$ cat src/rtl/audio_equalizer.sv
// Three-band audio equalizer: 8-tap moving-average low band, two-tap split into mid/high, gain-weighted sum.
// Build option AUDIO_EQ_SATURATE_EN clamps the 28-bit equalized output instead of wrapping it.
module audio_equalizer #(
    parameter int                 WD_IN   = 24,
    parameter int                 WD_OUT  = 24,
    parameter int                 WD_GAIN = 4,
    parameter logic [WD_GAIN-1:0] G_LOW   = WD_GAIN'(1'b1),
    parameter logic [WD_GAIN-1:0] G_MID   = WD_GAIN'(1'b1),
    parameter logic [WD_GAIN-1:0] G_HIGH  = WD_GAIN'(1'b1)
) (
    input  logic                     i_clk,
    input  logic                     i_reset,
    input  logic signed [WD_IN-1:0]  i_data_audio,
    output logic signed [WD_OUT+3:0] o_data_audio,
    output logic signed [WD_OUT-1:0] o_data_single_band
);

    localparam int WD_SUM  = WD_IN + 3;
    localparam int WD_BAND = WD_IN + 1;
    localparam int WD_ACC  = WD_BAND + WD_GAIN + 2;
    localparam int WD_Y    = WD_OUT + 4;

    logic signed [WD_IN-1:0]   dly_r [8];
    logic signed [WD_SUM-1:0]  sum8_s;
    logic signed [WD_BAND-1:0] sum2_s;
    logic signed [WD_BAND-1:0] low_s;
    logic signed [WD_BAND-1:0] two_s;
    logic signed [WD_BAND-1:0] mid_s;
    logic signed [WD_BAND-1:0] high_s;
    logic signed [WD_ACC-1:0]  acc_s;
    logic signed [WD_Y-1:0]    y_s;

    // Gains are unsigned, so they enter the product with a zero sign bit.
    function automatic logic signed [WD_ACC-1:0] mul_gain(
        input logic signed [WD_BAND-1:0] band,
        input logic        [WD_GAIN-1:0] gain
    );
        logic signed [WD_GAIN:0] gain_s;
        gain_s = {1'b0, gain};
        return WD_ACC'(band) * WD_ACC'(gain_s);
    endfunction

    // Sample delay line, cleared immediately by reset.
    always_ff @(posedge i_clk or posedge i_reset) begin
        if (i_reset) begin
            for (int i = 0; i < 8; i++) begin
                dly_r[i] <= '0;
            end
        end else begin
            dly_r[0] <= i_data_audio;
            for (int i = 1; i < 8; i++) begin
                dly_r[i] <= dly_r[i-1];
            end
        end
    end

    // Band split and weighted sum; mid and high are complements so unit gains reproduce d0.
    always_comb begin
        sum8_s = '0;
        for (int k = 0; k < 8; k++) begin
            sum8_s = sum8_s + WD_SUM'(dly_r[k]);
        end
        low_s  = WD_BAND'(sum8_s >>> 2'd3);
        sum2_s = WD_BAND'(dly_r[0]) + WD_BAND'(dly_r[1]);
        two_s  = sum2_s >>> 1'd1;
        mid_s  = two_s - low_s;
        high_s = WD_BAND'(dly_r[0]) - two_s;
        acc_s  = mul_gain(low_s, G_LOW) + mul_gain(mid_s, G_MID) + mul_gain(high_s, G_HIGH);
    end

`ifdef AUDIO_EQ_SATURATE_EN
    // Clamp when the bits above the output sign bit disagree with it.
    always_comb begin
        y_s = acc_s[WD_Y-1:0];
        if ((~|acc_s[WD_ACC-1:WD_Y-1]) || (&acc_s[WD_ACC-1:WD_Y-1])) begin
            y_s = acc_s[WD_Y-1:0];
        end else if (acc_s[WD_ACC-1]) begin
            y_s = {1'b1, {(WD_Y-1){1'b0}}};
        end else begin
            y_s = {1'b0, {(WD_Y-1){1'b1}}};
        end
    end
`else
    logic unused_acc_s;
    assign unused_acc_s = ^acc_s[WD_ACC-1:WD_Y];

    // Two's-complement wrap to the output width.
    always_comb begin
        y_s = acc_s[WD_Y-1:0];
    end
`endif

    // Output registers.
    always_ff @(posedge i_clk or posedge i_reset) begin
        if (i_reset) begin
            o_data_audio       <= '0;
            o_data_single_band <= '0;
        end else begin
            o_data_audio       <= y_s;
            o_data_single_band <= low_s[WD_OUT-1:0];
        end
    end

endmodule

$ cat config.mk
export PLATFORM = sky130hd
export DESIGN_NAME = audio_equalizer
export DESIGN_NICKNAME = d
export VERILOG_FILES = /design/src/rtl/audio_equalizer.sv
export SDC_FILE = /design/constraint.sdc
export NUM_CORES = 1
export LEC_CHECK = 0
export CAP_MARGIN = 15
export CORE_UTILIZATION = 60
export CTS_CLUSTER_DIAMETER = 80
export DETAILED_ROUTE_END_ITERATION = 8
export MAX_ROUTING_LAYER = met4
export PLACE_DENSITY = 0.87
export SLEW_MARGIN = 20
export SYNTH_ARGS = -nofsm -noshare
export SYNTH_HDL_FRONTEND = slang
export SYNTH_SLANG_ARGS = --single-unit
$ cat constraint.sdc
create_clock -name i_clk -period 16.2 [get_ports i_clk]
set_input_delay 4.05 -clock i_clk [delete_from_list [all_inputs] [get_ports i_clk]]
set_output_delay 4.05 -clock i_clk [all_outputs]
set_load 0.01 [all_outputs]
==> summary.txt, run 1 <==
First-pass GRT wire length: 52.2 mm
Setup TNS Final: 0 ns
Syn_nets: 1,599
Worst R2R Setup Slack: 7.99 ns
Wire per inst: 18.1 µm
Pre-CTS worst setup slack: 8.11 ns
Largest fanout on the critical path: 6
Largest area contributor in the netlist: dfrtp_1
Hold-fix buffers, CTS: 0
Ys flop type: dfrtp_1
Worst rel slew slack: 0.366
Placement Rows: 58
Initial antenna violation count: 0
Post-synthesis cell type count: 54
Setup WS post-layout: 7.99 ns
IO Count: 78
Hpwl dp: 23.9 mm
# clock sinks: 243
Synth Register Bits: 243
Reg2reg start: dly_r[74]
Final ANT Viol Nets: 0
Largest net degree at the start of global routing: 109
Cts repair resizes: 0
Max Slew Vio Count: 0
Max Freq: 122 MHz
DIE HEIGHT: 162 µm
Clock Skews: 0.0125 ns
All-Layer GR Usage: 0.265
Number of synthesized flops with an enable pin: 0
H-tree depth: 1
Fin. Hold Viols: 0
Reg2reg end: o_data_audio[26]
WHS Path Cells: 0
CP delay by family, top: adder cells
CP Data Required Time: 16.59 ns
Filler cells: 1,694
Max clock buf depth: 3
Period utilisation layout: 0.507
Clock slew at reported path FFs: 0.06 ns
IO Port Bufs: 77
Outcome: finished clean
Top-count cell post-synth: inv_1
Full die area: 0.0262 mm²
Worst-margin pin slew: 0.952 ns
Post-Syn Area per Cell: 12.0 µm²
Layout cells sized above 1: 0.0454
Largest stage delay, worst path: 0.53 ns
Area Growth Syn to Fin: 13.2%
Crit start category: register
Top cells by area, synth: dfrtp_1 (40%), fa_1 (29%), inv_1 (7.5%), ha_1 (6.1%), xnor2_1 (2.6%)
Final nets: 1,691
CTS tree: yes
Vias/cell: 5.49
Routability cong.: 0.944
Final Util: 0.691
Cell mode on critical path: fa_1
Synth top area share: 0.397
Clock latency on the worst-skew pair: 0.54 ns
Initial DRT Pass Iterations: 5
Post-synth top cells: inv_1 (308), dfrtp_1 (243), fa_1 (221)
Postcts setup bufs: 0
Mapped Cells: 1,277
R2R cell count: 28
Worst endpoint data arrival time: 8.60 ns
Core region area: 0.0251 mm²
Max-Cap Viols: 0
Critical path endpoint category: register
DR vias: 9,424
Hold Crit Class: register to register
Synth Warn #: 0
Fraction of registers with async set/reset: 1.00
Vias in the first global route: 10,500
Worst hold start: dly_r[25]
DR DRC count: 0
Diodes inserted: 0
Syn Std Cell Area: 0.0153 mm²
Initial DRC count: 532
End of the worst hold path: dly_r[1]
Root Driver: clkbuf_16
RSZ-0062 raised after global routing: no
CP Class: register to register
Starting Density: 0.610
GR Overflow Total: 0
Minimum clock period: 8.21 ns
Setup violators final: 0
Highest-delay cell along the critical path: fa_1
Die width: 162 µm
Num CTS Buffers: 26
Seq/Total Area, Yosys: 0.397
Final hold slack: 0.371 ns
Buffers & Inverters on Critical Path: 3
Routed WL: 31.1 mm
metal layers:
metal | global-route usage | wire, µm | share of wire
met1 | 0.316 | 11800 | 0.38
met5 | - | 0 | 0
met3 | 0.0345 | 1430 | 0.046
met2 | 0.462 | 16600 | 0.53
met4 | 0.101 | 1270 | 0.041
sequential cells by signal, indices dropped and copies added, names as in the netlist:
register            cells
dly_r                 192
o_data_audio           27
o_data_single_band     24
cell usage in the layout (no fill, tap or decap), types with 7 or more instances in the layout:
cell type        count
nand2b_1             7
xnor2_1             46
dfrtp_1            243
a21o_1              39
o21a_1               9
fa_1               221
nand2_1             35
nor2b_1              8
inv_1              307
ha_1                75
clkdlybuf4s50_1     77
nand4_1              7
o21bai_1             7
o21ai_0             37
a211oi_1             8
xor2_1              32
a21oi_1             62
clkbuf_16           27
nand3_1             18
nor2_1              31
logic make-up after synthesis:
kind of cell	count (synthesis)	synth area share
AOI/OAI and AO/OA	208	0.0891
DFF	243	0.397
adders and majority gates	296	0.350
buffers and inverters	323	0.0794
and+or+nand+nor	129	0.0403
xor gates and xnor gates	78	0.0446
worst reg2reg max path, delay by kind of cell (launching register included):
kind	cells	cell delay, ns
AOI/OAI and AO/OA	12	2.34
xor gates and xnor gates	1	0.30
adders and majority gates	9	4.25
buffers and inverters	3	0.16
DFF	1	0.35
and+or+nand+nor	3	0.68
worst max-delay path by stage:
stage	startpoint	end	slack, ns	cells after the start
floorplan	i_reset	dly_r[0]	5.48	1
global placement	dly_r[74]	o_data_audio[26]	8.25	28
detailed placement	dly_r[74]	o_data_audio[26]	8.11	28
CTS	dly_r[74]	o_data_audio[26]	8.05	28
global route	dly_r[75]	o_data_audio[26]	7.42	29
finish	dly_r[74]	o_data_audio[26]	7.99	28
layout make-up:
| class | count | area (µm²) | area share |
|---|---|---|---|
| Multi-Input combinational cell | 711 | 8030 | 0.463 |
| Timing Repair Buffer | 79 | 786 | 0.0453 |
| Clock inverter | 15 | 149 | 0.00858 |
| Sequential cell | 243 | 6080 | 0.350 |
| Clock buffer | 32 | 734 | 0.0423 |
| Tap cell | 330 | 413 | 0.0238 |
| Inverter | 308 | 1160 | 0.0670 |
stage by stage:
stage	instance area (µm²)	instances
after global routing	17400	1718
after CTS	17400	1718
after floorplan	15300	1277
after detailed placement	16500	1671
final	17400	1718
after global placement	16500	1671
Power of run 1 is left out: the tool's default activity adds up to more than one toggle a clock period on the data nets, which glitch-free logic cannot reach.
==> inputs of run 2 (changes only) <==
==> constraint.sdc (replaced) <==
create_clock -name i_clk -period 8 [get_ports i_clk]
set_input_delay 2 -clock i_clk [delete_from_list [all_inputs] [get_ports i_clk]]
set_output_delay 2 -clock i_clk [all_outputs]
set_load 0.01 [all_outputs]
==> summary.txt, run 2 (synthesized netlist as in run 1, its figures left out) <==
Reg with most FFs: dly_r
DR vias: 9,392 (-0.34%)
Vias in the first global route: 10,500 (+0.038%)
Dpl cells: 1,682 (+0.66%)
WHS Path Cells: 0 (unchanged)
Setup TNS Final: 0 ns (unchanged)
Max clock buf depth: 3 (unchanged)
Critical path endpoint category: register
Hold-fix buffers, CTS: 0 (unchanged)
Max reg flops: 192 (unchanged)
Max-Cap Viols: 0 (unchanged)
Final nets: 1,707 (+0.95%)
All-Layer GR Usage: 0.268 (+0.00286)
Cell mode on critical path: fa_1
Worst-margin pin slew: 0.864 ns (-0.0879 ns)
Outcome: finished clean
Full die area: 0.0262 mm² (unchanged)
Layout cells sized above 1: 0.0747 (+0.0293)
Worst endpoint data arrival time: 8.25 ns (-0.35 ns)
End of the worst hold path: dly_r[58]
Reg2reg end: o_data_audio[25]
Starting Density: 0.610 (unchanged)
Worst rel slew slack: 0.424 (+0.0586)
Register area: 0.00608 mm² (unchanged)
CP Class: register to register
IO Port Bufs: 77 (unchanged)
Worst R2R Setup Slack: 0.16 ns (-7.83 ns)
Worst hold start: dly_r[82]
Routability cong.: 0.906 (-3.9%)
Initial DRT Pass Iterations: 5 (unchanged)
Most common cell after layout, fill and taps aside: inv_1
IO Count: 78 (unchanged)
Area Growth Syn to Fin: 15.5%
Root Driver: clkbuf_16
Setup violators final: 0 (unchanged)
GR Overflow Total: 0 (unchanged)
Fin. Hold Viols: 0 (unchanged)
Routed WL: 32.1 mm (+3.4%)
CTS tree: yes
Period utilisation layout: 0.980 (+0.473)
Initial DRC count: 598 (+12%)
Max Slew Vio Count: 0 (unchanged)
Clock slew at reported path FFs: 0.07 ns (about the same)
Minimum clock period: 7.84 ns (-0.366 ns)
Vias/cell: 5.41 (-1.3%)
DIE HEIGHT: 162 µm (unchanged)
Multi-input logic area: 0.00821 mm² (+2.3%)
Crit start category: register
Hold Crit Class: register to register
Diodes inserted: 0 (unchanged)
Most frequent cells in the layout: inv_1 (307), dfrtp_1 (243), fa_1 (219), clkdlybuf4s50_1 (77), ha_1 (68)
Hpwl dp: 24.5 mm (+2.6%)
DR DRC count: 0 (unchanged)
H-tree depth: 1 (unchanged)
First-pass GRT wire length: 52.5 mm (+0.43%)
Reg2reg start: dly_r[76]
Post-Layout Cell Count: 1,735 (+0.99%)
Highest-delay cell along the critical path: fa_1
CP Data Required Time: 8.41 ns (-8.18 ns)
Top flop regs: dly_r: 192 flops, o_data_audio: 27 flops, o_data_single_band: 24 flops
Max Freq: 128 MHz (+4.7%)
Wire per inst: 18.5 µm (+2.3%)
Largest stage delay, worst path: 0.60 ns (+0.07 ns)
Clock latency on the worst-skew pair: 0.53 ns (about the same)
Num CTS Buffers: 27 (+3.8%)
Largest fanout on the critical path: 6 (unchanged)
Largest net degree at the start of global routing: 152 (+39%)
Placement Rows: 58 (unchanged)
Die width: 162 µm (unchanged)
Filler cells: 1,662 (-1.9%)
Clock Skews: 0.0146 ns (+0.00216 ns)
Final ANT Viol Nets: 0 (unchanged)
# clock sinks: 243 (unchanged)
R2R cell count: 26 (-7.1%)
RSZ-0062 raised after global routing: yes
Initial antenna violation count: 0 (unchanged)
Core region area: 0.0251 mm² (unchanged)
[run 2: changes by cell type in the layout (fill, tap and decap cells not counted), sizes merged]
cell and delta:
bufinv +2, clkbuf +2, inv -2, clkinvlp -2
buf +15, clkinv +2
[run 2: area by class of cell]
type | count | area share
timing repair buffer | 94 | 0.0516
inverter | 308 | 0.0655
clock inverter | 15 | 0.0112
multi-input combinational | 711 | 0.464
tap | 330 | 0.0233
sequential | 243 | 0.343
clock buffer | 34 | 0.0413
[run 2: critical path, delay by kind of cell (launching register included)]
kind / cells / cell delay, ns
buffers and inverters: 3 / 0.35
xor gates and xnor gates: 2 / 0.40
DFF: 1 / 0.35
and+or+nand+nor: 2 / 0.18
adders and majority gates: 9 / 4.35
AOI/OAI and AO/OA: 10 / 2.09
[run 2: per-stage QoR]
| stage | area (µm²) | utilization | worst slack, ns | hold WS, ns |
|---|---|---|---|---|
| finish | 17700 | 0.705 | 0.160 | 0.370 |
| detailed placement | 16600 | 0.660 | -0.0811 | 0.361 |
| CTS | 17500 | 0.699 | 0.0106 | 0.373 |
| global route | 17700 | 0.705 | -0.189 | 0.381 |
| global placement | 16600 | 0.660 | 0.0549 | 0.356 |
| floorplan | 15300 | - | 0.696 | 0.354 |
[run 2: what timing repair did]
| item | in CTS | in global routing |
|---|---|---|
| gates resized for setup | 9 | 31 |
| pin swaps | 4 | 10 |
| setup buffers | 2 | 2 |
| endpoints found under the setup margin | 3 | 13 |
[run 2: worst max-delay path by stage]
stage | start | to | slack, ns | cells after the start
finish | dly_r[76] | o_data_audio[25] | 0.16 | 26
global route | dly_r[99] | o_data_audio[25] | -0.19 | 28
CTS | dly_r[74] | o_data_audio[25] | 0.01 | 29
detailed placement | dly_r[74] | o_data_audio[26] | -0.08 | 27
global placement | dly_r[74] | o_data_audio[26] | 0.05 | 28
floorplan | dly_r[74] | o_data_audio[26] | 0.70 | 28
[run 2: metal layers]
| layer | vias to the layer above | track usage | routed length, µm | share of wire |
|---|---|---|---|---|
| met4 | 0 | 0.0755 | 986 | 0.031 |
| met3 | 76 | 0.0429 | 1670 | 0.052 |
| met5 | - | - | 0 | 0 |
| met1 | 4839 | 0.315 | 12000 | 0.37 |
| met2 | 284 | 0.478 | 17400 | 0.54 |
| li1 | 4193 | - | - | - |
Power of run 2 is left out for the same reason.
==> inputs of run 3 (changes only) <==
--- a/config.mk
+++ b/config.mk
@@ -8,7 +8,9 @@
 export CAP_MARGIN = 15
 export CORE_UTILIZATION = 60
 export CTS_CLUSTER_DIAMETER = 80
+export CTS_CLUSTER_SIZE = 28
 export DETAILED_ROUTE_END_ITERATION = 8
+export HOLD_SLACK_MARGIN = 0.03
 export MAX_ROUTING_LAYER = met4
 export PLACE_DENSITY = 0.87
 export SLEW_MARGIN = 20
==> summary.txt, run 3 (synthesized netlist as in run 1, its figures left out) <==
DR vias: 9,251 (-1.5%)
Initial antenna violation count: 0 (unchanged)
Area Growth Syn to Fin: 12.9%
Diodes inserted: 0 (unchanged)
Setup TNS Final: 0 ns (unchanged)
Routed WL: 31.1 mm (-3.2%)
Initial DRC count: 606 (+1.3%)
Full die area: 0.0262 mm² (unchanged)
Worst rel slew slack: 0.444 (+0.0203)
Outcome: finished clean
Root Driver: clkbuf_16
Max Freq: 129 MHz (+1.2%)
Routability cong.: 0.906 (unchanged)
# clock sinks: 243 (unchanged)
Final ANT Viol Nets: 0 (unchanged)
Die width: 162 µm (unchanged)
Hold Crit Class: register to register
Vias in the first global route: 10,200 (-3.5%)
Most common cell after layout, fill and taps aside: inv_1
Clock latency on the worst-skew pair: 0.51 ns (-0.02 ns)
Max Slew Vio Count: 0 (unchanged)
Initial DRT Pass Iterations: 5 (unchanged)
Layout cells sized above 1: 0.0646 (-0.0101)
Reg with most FFs: dly_r
Cell mode on critical path: fa_1
Worst-margin pin slew: 0.833 ns (-0.0304 ns)
Num CTS Buffers: 14 (-48%)
Multi-input logic area: 0.00829 mm² (+0.91%)
Starting Density: 0.610 (unchanged)
Critical path endpoint category: register
Highest-delay cell along the critical path: fa_1
Worst R2R Setup Slack: 0.26 ns (+0.10 ns)
Largest net degree at the start of global routing: 152 (unchanged)
Hold-fix buffers, CTS: 0 (unchanged)
Crit start category: register
CP Data Required Time: 8.39 ns (-0.02 ns)
Hpwl dp: 24.5 mm (unchanged)
Setup violators final: 0 (unchanged)
All-Layer GR Usage: 0.257 (-0.0116)
GR Overflow Total: 0 (unchanged)
Core region area: 0.0251 mm² (unchanged)
Vias/cell: 5.42 (+0.11%)
Clock Skews: 0.0260 ns (+0.0114 ns)
Top flop regs: dly_r: 192 flops, o_data_audio: 27 flops, o_data_single_band: 24 flops
Largest stage delay, worst path: 0.60 ns (about the same)
Max-Cap Viols: 0 (unchanged)
Largest fanout on the critical path: 6 (unchanged)
Clock slew at reported path FFs: 0.10 ns (+0.03 ns)
First-pass GRT wire length: 50.6 mm (-3.6%)
IO Count: 78 (unchanged)
CP Class: register to register
Final nets: 1,694 (-0.76%)
Filler cells: 1,727 (+3.9%)
Minimum clock period: 7.74 ns (-0.0965 ns)
DIE HEIGHT: 162 µm (unchanged)
Max clock buf depth: 3 (unchanged)
IO Port Bufs: 77 (unchanged)
H-tree depth: 1 (unchanged)
Max reg flops: 192 (unchanged)
Most frequent cells in the layout: inv_1 (307), dfrtp_1 (243), fa_1 (219), clkdlybuf4s50_1 (77), ha_1 (65)
Period utilisation layout: 0.968 (-0.0121)
Worst endpoint data arrival time: 8.13 ns (-0.12 ns)
DR DRC count: 0 (unchanged)
Wire per inst: 18.2 µm (-1.6%)
Register area: 0.00608 mm² (unchanged)
CTS tree: yes
Placement Rows: 58 (unchanged)
Fin. Hold Viols: 0 (unchanged)
## run 3: cell types whose count changed in the layout (fill, tap and decap cells not counted), moves of 2 or more
cell	before	now
ha_4	4	7
clkbuf_1	4	0
clkinv_8	0	2
clkinv_4	3	1
clkinvlp_4	3	1
clkbuf_8	3	0
ha_1	68	65
bufinv_16	4	0
clkbuf_16	27	15
clkinv_2	4	1
inv_6	2	0
o21ai_1	5	3
a21oi_1	57	55
## run 3: worst max-delay path: cells and delay by family, from the launching register on
kind / cells / cell delay, ns
adders and majority gates: 9 / 4.30
AOI/OAI and AO/OA: 10 / 2.08
xor gates and xnor gates: 2 / 0.40
DFF: 1 / 0.36
buffers and inverters: 3 / 0.34
and+or+nand+nor: 2 / 0.15
## run 3: area by class of cell
type | instances | share of cell area
Sequential cell | 243 | 0.351
Inverter | 308 | 0.0670
Clock inverter | 6 | 0.00477
Tap cell | 330 | 0.0239
Timing Repair Buffer | 94 | 0.0528
Clock buffer | 15 | 0.0217
Multi-Input combinational cell | 711 | 0.479
## run 3: layer usage
layer / vias up / routed length [µm] / track usage
li1: 4150 / - / -
met1: 4803 / 12000 / 0.314
met2: 244 / 16800 / 0.453
met3: 54 / 1480 / 0.0324
met4: 0 / 818 / 0.0660
met5: - / 0 / -
## run 3: what timing repair did
action / CTS / global route
hold endpoints to repair: 0 / 0
gates resized for setup: 2 / 49
pin swaps: 0 / 19
setup buffers: 0 / 4
endpoints found under the setup margin: 2 / 12
## run 3: final timing paths
check	depth (start not counted)	end	from
worst max register to register	26	o_data_audio[25]	dly_r[76]
worst max-delay path	26	o_data_audio[25]	dly_r[76]
min in group asynchronous	2	o_data_audio[18]	i_reset
worst min register to register	0	dly_r[5]	dly_r[29]
max in group asynchronous	3	dly_r[15]	i_reset
worst min-delay path	0	dly_r[5]	dly_r[29]
## run 3: stage by stage
stage	area (µm²)	hold WS [ns]	setup WS, ns	util	cells
3_3_place_gp	16600	0.356	0.0549	0.660	1682
3_5_place_dp	16600	0.361	-0.0811	0.660	1682
5_1_grt	17300	0.383	-0.0549	0.689	1707
4_1_cts	17000	0.378	0.00283	0.678	1703
6_report	17300	0.375	0.256	0.689	1707
2_1_floorplan	15300	0.354	0.696	-	1277
Power of run 3 is left out for the same reason.
